[src/rtl/mem_bridge_pkg.sv]
// Shared types and constants for the CPU-to-memory bridge.
package mem_bridge_pkg;

  typedef enum logic [2:0] {
    IDLE,
    FB,
    WR_ISSUE,
    WR_WAIT,
    RD_ISSUE,
    RD_WAIT,
    RESP
  } state_t;

  // Address bit that separates SDRAM (clear) from config space (set)
  localparam int          CFG_SPACE_BIT = 15;
  localparam logic [15:0] FB_BASE_DFLT  = 16'hE000;
  localparam logic [15:0] FB_LAST_DFLT  = 16'hF2BF;
  // Read data returned when the SDRAM never answers
  localparam logic [15:0] TIMEOUT_DATA  = 16'hDEAD;

  function automatic logic in_window(input logic [15:0] a,
                                     input logic [15:0] lo,
                                     input logic [15:0] hi);
    return (a >= lo) && (a <= hi);
  endfunction

endpackage

[src/rtl/mem_bridge_timeout.sv]
// Watchdog counter for SDRAM transactions: cleared when a request is
// accepted, counts while enabled, flags expiry on its LIMIT-th cycle.
module mem_bridge_timeout #(
  parameter int WIDTH = 16,
  parameter int LIMIT = 1024
) (
  input  logic clk,
  input  logic rst,
  input  logic i_clear,
  input  logic i_enable,
  output logic o_expired
);

  localparam logic [WIDTH-1:0] LAST = WIDTH'(LIMIT - 1);

  logic [WIDTH-1:0] r_count;

  // Count enabled cycles; freeze at the expiry value until cleared
  always_ff @(posedge clk or posedge rst) begin
    if (rst) begin
      r_count <= '0;
    end else if (i_clear) begin
      r_count <= '0;
    end else if (i_enable && !o_expired) begin
      r_count <= r_count + WIDTH'(1);
    end
  end

  assign o_expired = i_enable && (r_count == LAST);

endmodule

[src/rtl/mem_bridge.sv]
// Bridge between the CPU memory request handshake and the SDRAM controller /
// VGA framebuffer port. One request in flight at a time.
// Optional build macro: MEM_BRIDGE_POSTED_WRITE_EN (SDRAM writes respond in
// the cycle after accept and finish in the background).
module mem_bridge
  import mem_bridge_pkg::*;
#(
  parameter logic [15:0] FB_BASE   = FB_BASE_DFLT,
  parameter logic [15:0] FB_LAST   = FB_LAST_DFLT,
  parameter int          FB_ADDR_W = 13,
  parameter int          TIMEOUT   = 1024
) (
  input  logic                 clk,
  input  logic                 rst,
  input  logic                 req_valid,
  output logic                 req_ready,
  input  logic                 req_write,
  input  logic [15:0]          req_addr,
  input  logic [15:0]          req_wdata,
  output logic                 rsp_valid,
  output logic [15:0]          rsp_rdata,
  output logic                 rsp_err,
  output logic [24:0]          sd_wr_addr,
  output logic [24:0]          sd_rd_addr,
  output logic [15:0]          sd_wr_data,
  output logic                 sd_wr_enable,
  output logic                 sd_rd_enable,
  input  logic [15:0]          sd_rd_data,
  input  logic                 sd_rd_ready,
  input  logic                 sd_busy,
  output logic [FB_ADDR_W-1:0] fb_addr,
  output logic [7:0]           fb_data,
  output logic                 fb_we
);

`ifdef MEM_BRIDGE_POSTED_WRITE_EN
  // Finished background writes go straight back to IDLE
  localparam state_t WR_DONE_ST = IDLE;
`else
  localparam state_t WR_DONE_ST = RESP;
`endif

  state_t                r_state;
  state_t                w_next;
  logic [15:0]           r_addr;
  logic [15:0]           r_wdata;
  logic [15:0]           r_rdata;
  logic                  r_write;
  logic                  r_err;
  logic                  r_busy_seen;
  logic                  r_rd_hit;
  logic                  w_accept;
  logic                  w_expired;
  logic                  w_tmo_en;
  logic                  w_tmo_hit;
  logic                  w_fb_hit;
  logic                  w_wr_en;
  logic                  w_rd_en;
  logic                  w_rsp;
  logic [FB_ADDR_W-1:0]  w_fb_off;

  assign w_accept = req_valid && req_ready;
  assign req_ready = (r_state == IDLE);
  assign w_tmo_en = (r_state == WR_ISSUE) || (r_state == WR_WAIT) ||
                    (r_state == RD_ISSUE) || (r_state == RD_WAIT);
  assign w_fb_hit = in_window(r_addr, FB_BASE, FB_LAST);
  assign w_fb_off = FB_ADDR_W'(r_addr - FB_BASE);

  mem_bridge_timeout #(
    .WIDTH (16),
    .LIMIT (TIMEOUT)
  ) u_timeout (
    .clk       (clk),
    .rst       (rst),
    .i_clear   (w_accept),
    .i_enable  (w_tmo_en),
    .o_expired (w_expired)
  );

  // State register
  always_ff @(posedge clk or posedge rst) begin
    if (rst) r_state <= IDLE;
    else     r_state <= w_next;
  end

  // Next state and SDRAM strobes; expiry beats issue, completion beats expiry
  always_comb begin
    w_next    = r_state;
    w_wr_en   = 1'b0;
    w_rd_en   = 1'b0;
    w_tmo_hit = 1'b0;
    case (r_state)
      IDLE: begin
        if (w_accept) begin
          if (req_addr[CFG_SPACE_BIT]) w_next = req_write ? FB : RESP;
          else                         w_next = req_write ? WR_ISSUE : RD_ISSUE;
        end
      end
      FB: w_next = RESP;
      WR_ISSUE: begin
        if (w_expired) begin
          w_tmo_hit = 1'b1;
          w_next    = WR_DONE_ST;
        end else if (!sd_busy) begin
          w_wr_en = 1'b1;
          w_next  = WR_WAIT;
        end
      end
      WR_WAIT: begin
        if (r_busy_seen && !sd_busy) begin
          w_next = WR_DONE_ST;
        end else if (w_expired) begin
          w_tmo_hit = 1'b1;
          w_next    = WR_DONE_ST;
        end
      end
      RD_ISSUE: begin
        if (w_expired) begin
          w_tmo_hit = 1'b1;
          w_next    = RESP;
        end else if (!sd_busy) begin
          w_rd_en = 1'b1;
          w_next  = RD_WAIT;
        end
      end
      RD_WAIT: begin
        if (r_rd_hit || sd_rd_ready) begin
          w_next = RESP;
        end else if (w_expired) begin
          w_tmo_hit = 1'b1;
          w_next    = RESP;
        end
      end
      RESP:    w_next = IDLE;
      default: w_next = IDLE;
    endcase
  end

  // Request latch, read-data capture, error and handshake-tracking flags
  always_ff @(posedge clk or posedge rst) begin
    if (rst) begin
      r_addr      <= '0;
      r_wdata     <= '0;
      r_write     <= 1'b0;
      r_rdata     <= '0;
      r_err       <= 1'b0;
      r_busy_seen <= 1'b0;
      r_rd_hit    <= 1'b0;
    end else begin
      if (w_accept) begin
        r_addr  <= req_addr;
        r_wdata <= req_wdata;
        r_write <= req_write;
        r_rdata <= '0;
        r_err   <= 1'b0;
      end
      r_busy_seen <= w_accept ? 1'b0 : (r_busy_seen || ((r_state == WR_WAIT) && sd_busy));
      // A ready coinciding with the enable pulse is held until RD_WAIT sees it
      if (r_state == RD_WAIT)           r_rd_hit <= 1'b0;
      else if (w_rd_en && sd_rd_ready)  r_rd_hit <= 1'b1;
      if ((w_rd_en || ((r_state == RD_WAIT) && !r_rd_hit)) && sd_rd_ready)
        r_rdata <= sd_rd_data;
      if (w_tmo_hit) begin
        r_err   <= 1'b1;
        r_rdata <= TIMEOUT_DATA;
      end
    end
  end

`ifdef MEM_BRIDGE_POSTED_WRITE_EN
  logic r_posted_rsp;
  logic r_posted_err;

  // Early response for SDRAM writes and sticky background-timeout flag
  always_ff @(posedge clk or posedge rst) begin
    if (rst) begin
      r_posted_rsp <= 1'b0;
      r_posted_err <= 1'b0;
    end else begin
      r_posted_rsp <= w_accept && req_write && !req_addr[CFG_SPACE_BIT];
      if (w_tmo_hit && r_write) r_posted_err <= 1'b1;
      else if (w_rsp)           r_posted_err <= 1'b0;
    end
  end

  assign w_rsp   = (r_state == RESP) || r_posted_rsp;
  assign rsp_err = w_rsp && (r_err || r_posted_err);
`else
  assign w_rsp   = (r_state == RESP);
  assign rsp_err = r_err;
`endif

  assign rsp_valid    = w_rsp;
  assign rsp_rdata    = r_rdata;
  assign sd_wr_addr   = {9'h0, r_addr};
  assign sd_rd_addr   = {9'h0, r_addr};
  assign sd_wr_data   = r_wdata;
  assign sd_wr_enable = w_wr_en;
  assign sd_rd_enable = w_rd_en;
  assign fb_we        = (r_state == FB) && r_write && w_fb_hit;
  assign fb_addr      = fb_we ? w_fb_off : '0;
  assign fb_data      = fb_we ? r_wdata[7:0] : '0;

endmodule

[config.mk]
export PLATFORM = sky130hd
export DESIGN_NAME = mem_bridge
export DESIGN_NICKNAME = d
export VERILOG_FILES = /design/src/rtl/mem_bridge_pkg.sv /design/src/rtl/mem_bridge_timeout.sv /design/src/rtl/mem_bridge.sv
export SDC_FILE = /design/constraint.sdc
export NUM_CORES = 1
export LEC_CHECK = 0
export CORE_AREA = 2 2 100 102
export DETAILED_ROUTE_END_ITERATION = 12
export DIE_AREA = 0 0 102 104
export GPL_TIMING_DRIVEN = 1
export PLACE_DENSITY = 0.75
export SLEW_MARGIN = 20
export SYNTH_ARGS = -nofsm -noshare
export SYNTH_HDL_FRONTEND = slang
export SYNTH_SLANG_ARGS = --single-unit
[constraint.sdc]
create_clock -name clk -period 4.6 [get_ports clk]
set_input_delay 0.92 -clock clk [delete_from_list [all_inputs] [get_ports clk]]
set_output_delay 0.92 -clock clk [all_outputs]
set_load 0.005 [all_outputs]
# Word-level counts from Yosys, hierarchy flattened

Cells that the tools add are included.

Word-level logic and storage cells: 82
Bits of input ports: 54
Register bits: 71
Output and inout bits: 109

Magnitude comparators: 2
Add/sub/neg operators: 2
Reductions and logical operators: 27
Equality and inequality tests: 10
Muxes and demuxes: 32

Operators with widths:

| kind                                                                     | number |
|---|---|
| 16-bit 2-to-1 mux                                                        | 5 |
| 3-bit 2-to-1 mux                                                         | 11 |
| 3-bit case mux with 6 select lines                                       | 1 |
| 16-bit by 1-bit adder with 16-bit output (second input constant)         | 1 |
| 16-bit by 10-bit == test with 1-bit output (second input constant)       | 1 |
| 16-bit >= comparator (second input constant)                             | 1 |
| 16-bit <= comparator (second input constant)                             | 1 |
| 13-bit 2-to-1 mux                                                        | 1 |
| 13-bit by 1-bit subtractor with 13-bit output (second input constant)    | 1 |
| 1-bit 2-to-1 mux                                                         | 12 |
| 1-bit logical AND                                                        | 11 |
| 3-bit == test (second input constant)                                    | 3 |
| 8-bit 2-to-1 mux                                                         | 1 |
| 3-bit by 2-bit == test with 1-bit output (second input constant)         | 2 |
| 1-bit logical OR                                                         | 6 |
| 3-bit by 2-bit inequality test with 1-bit output (second input constant) | 2 |
| 2-bit nonzero test                                                       | 3 |
| 3-bit by 1-bit == test with 1-bit output (second input constant)         | 1 |
| 1-bit logical NOT                                                        | 3 |
| 3-bit logical NOT                                                        | 1 |
| 1-bit case mux with 3 select lines                                       | 1 |
| 3-bit AND reduction                                                      | 1 |
| 3-bit nonzero test                                                       | 1 |
| 2-bit by 1-bit inequality test with 1-bit output (second input constant) | 1 |
| 2-bit OR reduction                                                       | 1 |

# Logic depth before layout (Yosys ltp)

Gate-level depths: netlist (run 1).

Depth after elaboration: 11
Depth in mapped cells: 8
Mapped depth without buffers: 5

# Cells and area by module

A second synthesis (run 1) with hierarchy kept.

Cells, all modules: 350
Area, all modules: 3926.3 µm²

By module, submodules not included:

| module             | cells each | seq. area each (µm²) | area each (µm²) | instances |
|---|---|---|---|---|
| mem_bridge         | 254        | 1376.3               | 2987.9          | 1 |
| mem_bridge_timeout | 96         | 400.4                | 938.4           | 1 |

# Worst setup path before layout (run 1)

OpenSTA, ideal clock, no wires.

Path kind: reg-to-output
Start: reg u_timeout.r_count[0]
End: out sd_rd_enable
Path buffers: 2
Arrival time: 1.594 ns
Data required time: 3.680 ns
Stages on the path, launching flop included: 8
Slack: 2.086 ns
Path through: dfrtp_1 ha_1 and3_1 buf_2 nand4_2 clkbuf_1 nand2_1 nor3_1

Cells in the longest elaborated chain, start to end: 4

RTL lines:

| what                                       | RTL line                 | source |
|---|---|---|
| start: declaration                         | mem_bridge_timeout.sv:16 | `logic [WIDTH-1:0] r_count;` |
| start signal: assignment                   | mem_bridge_timeout.sv:25 | `r_count <= r_count + WIDTH'(1);` |
| 16-bit by 10-bit == test with 1-bit output | mem_bridge_timeout.sv:29 | `assign o_expired = i_enable && (r_count == LAST);` |
| 1-bit logical AND                          | mem_bridge_timeout.sv:29 |  |
| 1-bit 2-to-1 mux                           | mem_bridge.sv:118        | `if (w_expired) begin` |
| 1-bit 2-to-1 mux                           | mem_bridge.sv:92         | `case (r_state)` |
| end: declaration                           | mem_bridge.sv:27         | `output logic sd_rd_enable,` |

No other way between the ends.

# Worst setup path in the final report (run 1)

Start: reg r_state[0]
End: out fb_data[0]

Cells in the longest elaborated chain, start to end: 4

RTL lines:

| what                                     | RTL line          | source |
|---|---|---|
| start: declaration                       | mem_bridge.sv:43  | `state_t r_state;` |
| start signal: assignment                 | mem_bridge.sv:83  | `else r_state <= w_next;` |
| 3-bit by 1-bit == test with 1-bit output | mem_bridge.sv:200 | `assign fb_we = (r_state == FB) && r_write && w_fb_hit;` |
| 1-bit logical AND (2 in a row)           | mem_bridge.sv:200 |  |
| 8-bit 2-to-1 mux                         | mem_bridge.sv:202 | `assign fb_data = fb_we ? r_wdata[7:0] : '0;` |
| end: declaration                         | mem_bridge.sv:32  | `output logic [7:0] fb_data,` |

No other way between the ends.

==> metrics.txt, run 1 <==
share of cells above drive strength 1 5.441%; final setup fails 0; EDFF count, synth 0; Clock Sinks 71; WS Path Type register to primary output; clk root buf clkbuf_8; Synth Register Bits 71; worst path required time 3.68 ns; Vias/cell 5.018; CTS Buffer Depth 2; initial antenna violation count 0; die area 10610 um2; worst-skew pair later-pin latency 0.35 ns; most frequent cells in the layout clkdlybuf4s50_1 (144), nand2_1 (114), dfrtp_1 (71); Max VDD drop 0.2673 mV; Post-synth ARST share 100.0%; CTS H-tree depth 3; Final WS setup 0.9125 ns; die span in x 102 um; TNS Setup 0 ns; f_max 0.2712 GHz; worst hold path type register to register; cell area power density 538.7 nW/um2; critical path peak fanout 19; via count 3342; status complete, no violations; ANT nets after route 0; # nets final 585; prevailing post-synth register cell dfrtp_1; Die H 104 um; post-synth cell types 49; MaxCap Viol Count 0; Slew Limit Fails 0; total clock buffers created by CTS 9; Slew headroom 24.27%; starting density of the core 39.03%; DRT iter0 DRCs 123; leakage 2.356 nW; routed wire length per instance 14.42 um; CTS tree yes; YS warnings 0; vias in the first global route 3075; hold-fix buffer count after cts 0; total setup buffers inserted after CTS 0; Crit. End Element primary output; hold_ws 0.4759 ns; DRC 0; Synth-to-Final Area Change 41.09%; post-CTS resize count 0; Hold Violations, Final 0; ANT cells 0; wirelength, routed 9601 um; worst-margin pin slew 1.121 ns; io pins 163; startpoint types register; Pre-antenna DRT Iters 5; grt ovf 0; largest net degree at the start of global routing 46; Mapped Area 3727 um2; Tcrit/Tclk final 80.16%; first-pass GRT wire length 15280 um; syn_area_per_cell 9.113 um2; worst slack, placed 1.229 ns; Site Rows 36; HPWL Detailed 6803 um; leading cell type in the layout, fill and taps excluded clkdlybuf4s50_1; synthesized instance count 409; CTS clock-pin slew for the worst setup and hold paths 0.08 ns; placer's final routability congestion estimate 0.8199; GRT Util Overall 18.06%; crit path time final 3.687 ns; unrepaired setup endpoints after global routing false; core area 9549 um2; Buffers on Ports 144; CP arrival 2.77 ns; Seq/Total Area, Yosys 47.67%; Final Skew 0.01654 ns
## layer usage
layer  track usage (%)  up-vias  wire length [um]
li1                  -     1591                 -
met1             22.67     1605              4124
met2             29.84      142              4672
met3             5.242        4               725
met4             5.619        0                78
met5                 0        -                 0
## final cells by class
class,instances,area [um2]
sequential,71,1777
multi-input combinational,289,1605
inverter,9,33.78
clock buffer,11,141.4
tap,133,166.4
clock inverter,4,56.30
timing repair buffer,149,1479
fill,837,4290
## cells in the mapped netlist, types with 2 or more instances
master / count / area, um2
nand2_1: 114 / 427.9
dfrtp_1: 71 / 1777
buf_4: 35 / 262.8
and2_1: 22 / 137.6
a21oi_1: 19 / 95.09
nand3_1: 13 / 65.06
buf_2: 12 / 60.06
a221o_1: 11 / 110.1
inv_1: 9 / 33.78
mux2i_1: 9 / 90.09
nor2_1: 9 / 33.78
clkbuf_1: 8 / 30.03
o21ai_0: 8 / 40.04
or4_1: 7 / 52.55
o31ai_1: 6 / 45.04
o211ai_1: 5 / 37.54
or3_1: 5 / 31.28
nand4_1: 4 / 25.02
nor3_1: 4 / 20.02
and4_1: 3 / 26.28
a21o_1: 2 / 15.01
a31oi_1: 2 / 12.51
and3_1: 2 / 12.51
buf_6: 2 / 22.52
ha_1: 2 / 25.02
nor2b_1: 2 / 12.51
## metrics by stage
| step | power [mW] | area, um2 | util, % | std cells |
|---|---|---|---|---|
| 2_1_floorplan | 1.713 | 3791 | - | 426 |
| 3_3_place_gp | 2.301 | 5061 | 53.00 | 651 |
| 3_5_place_dp | 2.347 | 5061 | 53.00 | 651 |
| 4_1_cts | 2.859 | 5259 | 55.07 | 666 |
| 5_1_grt | 3.037 | 5259 | 55.07 | 666 |
| 6_report | 2.833 | 5259 | 55.07 | 666 |
## worst max-delay path, stage by stage (launching register included)
cell and delay, ns:
dfrtp_1 0.64, nor4bb_1 0.44, nand4_1 0.15, a21oi_1 0.28, buf_4 0.26, and2_1 0.15, clkdlybuf4s50_1 0.50
## power by group
group	switching (mW)	internal [mW]
combinational	0.494	0.702
clock	0.241	0.266
sequential	0.260	0.871
## worst paths after layout
| check | end | cells after the start | start | slack (ns) |
|---|---|---|---|---|
| min | sd_wr_data[12] | 2 | sd_wr_data[12] | 0.48 |
| max | fb_data[0] | 6 | r_state[0] | 0.91 |
| max reg2reg | rsp_rdata[14] | 5 | u_timeout.r_count[0] | 1.86 |
| min reg2reg | sd_wr_data[12] | 2 | sd_wr_data[12] | 0.48 |
| min in group asynchronous | sd_wr_data[12] | 2 | rst | 0.92 |
| max in group asynchronous | u_timeout.r_count[8] | 3 | rst | 2.91 |
## state kept, by name, summed over array words and instances (netlist names)
register           cells
r_addr                16
r_busy_seen            1
r_rd_hit               1
r_state                3
r_write                1
rsp_err                1
rsp_rdata             16
sd_wr_data            16
u_timeout.r_count     16
## logic make-up after synthesis
logic type | after synthesis | share of synthesized area [%]
AO/OA/AOI/OAI | 63 | 12.25
multiplexers | 9 | 2.417
XOR/XNOR | 1 | 0.4365
other | 1 | 0.1006
flip-flops | 71 | 47.67
adder cells (fa/ha/maj) | 2 | 0.6713
buffers and inverters | 66 | 10.98
AND/OR/NAND/NOR | 196 | 25.48
(Power assumes the default switching activity.)
==> run 2: changes to the inputs <==
Clock period 4.6 ns to 3.84 ns, I/O delays scaled along.
==> run 2 against run 1 <==
  * Power grew 21%
  * Routed wire length is the same
  * Worst setup slack lost 0.38 ns
  * Die area is the same
  * Critical path type unchanged
  * Combinational power grew 23%
  * Global-route usage is essentially flat
  * Cell area grew 0.57%
  * Sequential power grew 17%
  * Register-to-register slack lost 0.40 ns
  * Clock-buffer cell count is the same
==> metrics.txt, run 2 (synthesis results as in run 1) <==
status complete, no violations; crit path time final 3.309 ns; worst path required time 3.07 ns; die area 10610 um2; ANT cells 0; final setup fails 0; Clock Sinks 71; Placed Area 5084 um2; DRT iter0 DRCs 145; fin area 5289 um2; DRC 0; Synth-to-Final Area Change 41.89%; Overall Power 3.422 mW; Filler Cell Count 869; starting density of the core 39.03%; hold_ws 0.4783 ns; cell area power density 647.0 nW/um2; Vias/cell 4.991; die span in x 102 um; TNS Setup 0 ns; area of the multi-input gates 1605 um2; CP top delay family buffers and inverters; ANT nets after route 0; via count 3344; core area 9549 um2; critical path peak fanout 20; Buffers on Ports 144; share of cells above drive strength 1 6.145%; HPWL Detailed 6951 um; initial antenna violation count 0; placer's final routability congestion estimate 0.7970; Crit. End Element primary output; wirelength, routed 9601 um; total clock buffers created by CTS 9; Pre-antenna DRT Iters 4; CTS clock-pin slew for the worst setup and hold paths 0.08 ns; grt ovf 0; leakage 2.371 nW; Tcrit/Tclk final 86.18%; post-CTS resize count 0; Slew Limit Fails 0; Slew headroom 33.29%; Site Rows 36; vias in the first global route 3160; register area 1777 um2; Final Skew 0.01544 ns; number of buffers and inverters on the critical path 2; slowest stage delay, CP 0.56 ns; CTS H-tree depth 3; CP arrival 2.54 ns; first-pass GRT wire length 15430 um; crit-path cells nor4bb_1 -> nand4_1 -> a21oi_1 -> buf_4 -> and2_1 -> clkdlybuf4s50_1; slowest stage cell, crit path dfrtp_1; # nets final 588; CTS tree yes; total setup buffers inserted after CTS 0; leading cell type in the layout, fill and taps excluded clkdlybuf4s50_1; routed wire length per instance 14.33 um; Hold Violations, Final 0; Max VDD drop 0.3734 mV; worst-skew pair later-pin latency 0.35 ns; worst hold path type register to register; MaxCap Viol Count 0; worst-margin pin slew 0.9877 ns; io pins 163; most frequent cells in the layout clkdlybuf4s50_1 (144), nand2_1 (114), dfrtp_1 (71); CTS Buffer Depth 2; hold-fix buffer count after cts 0; WS Path Type register to primary output; largest net degree at the start of global routing 46; Die H 104 um; f_max 0.3022 GHz; GRT Util Overall 18.05%; clk root buf clkbuf_8; startpoint types register; unrepaired setup endpoints after global routing false
==> run 2: changes by cell type in the layout (fill, tap and decap cells not counted) <==
| cell | change |
|---|---|
| buf_4 | +3 |
| clkinv_4 | -2 |
| clkinvlp_4 | +1 |
| inv_6 | +2 |
==> run 2: layer usage <==
metal	global-route usage, %	vias to the layer above	wire length, um
met2	30.22	136	4632
met5	0	-	0
met3	4.637	11	662
met4	5.238	0	133
li1	-	1597	-
met1	22.83	1600	4173
==> run 2: worst paths after layout <==
kind                                 startpoint                   end  slack [ns]  depth (start not counted)
max                                  r_state[2]           fb_addr[10]        0.53                          6
min                              sd_wr_data[10]        sd_wr_data[10]        0.48                          2
max reg2reg                u_timeout.r_count[0]         rsp_rdata[12]        1.46                          6
min reg2reg                      sd_wr_data[10]        sd_wr_data[10]        0.48                          2
max in group asynchronous                   rst  u_timeout.r_count[8]        2.55                          3
min in group asynchronous                   rst             r_addr[2]        0.81                          3
==> run 2: final cells by class <==
type | instances | area share, %
Clock buffer | 11 | 2.673
Clock inverter | 5 | 1.207
Inverter | 9 | 0.6388
Multi-Input combinational cell | 289 | 30.35
Sequential cell | 71 | 33.59
Tap cell | 133 | 3.146
Timing Repair Buffer | 152 | 28.39
==> run 2: tightest hold or removal path, cell delays in order (launching register included) <==
cell and delay (ns):
dfrtp_1 0.35, nand2_1 0.05, nand2_1 0.06
==> run 2: where the power goes <==
part	total [mW]	switching, mW	internal, mW
Sequential	1.32	0.273	1.04
Clock	0.624	0.300	0.324
Combinational	1.48	0.628	0.853
Total	3.42	1.20	2.22
==> run 2: stage by stage <==
| stage | utilization [%] | cells | setup slack [ns] |
|---|---|---|---|
| final | 55.39 | 670 | 0.5307 |
| after global routing | 55.39 | 670 | 0.3086 |
| after detailed placement | 53.24 | 654 | 0.8582 |
| after CTS | 55.39 | 670 | 0.5239 |
| after global placement | 53.24 | 654 | 0.8526 |
| after floorplan | - | 426 | 1.275 |
==> run 3: changes to the inputs <==
Settings changed: SETUP_SLACK_MARGIN set to 0.2.
==> results of run 3 <==
No change in the layout: final DEF, timing and power equal those of run 2.
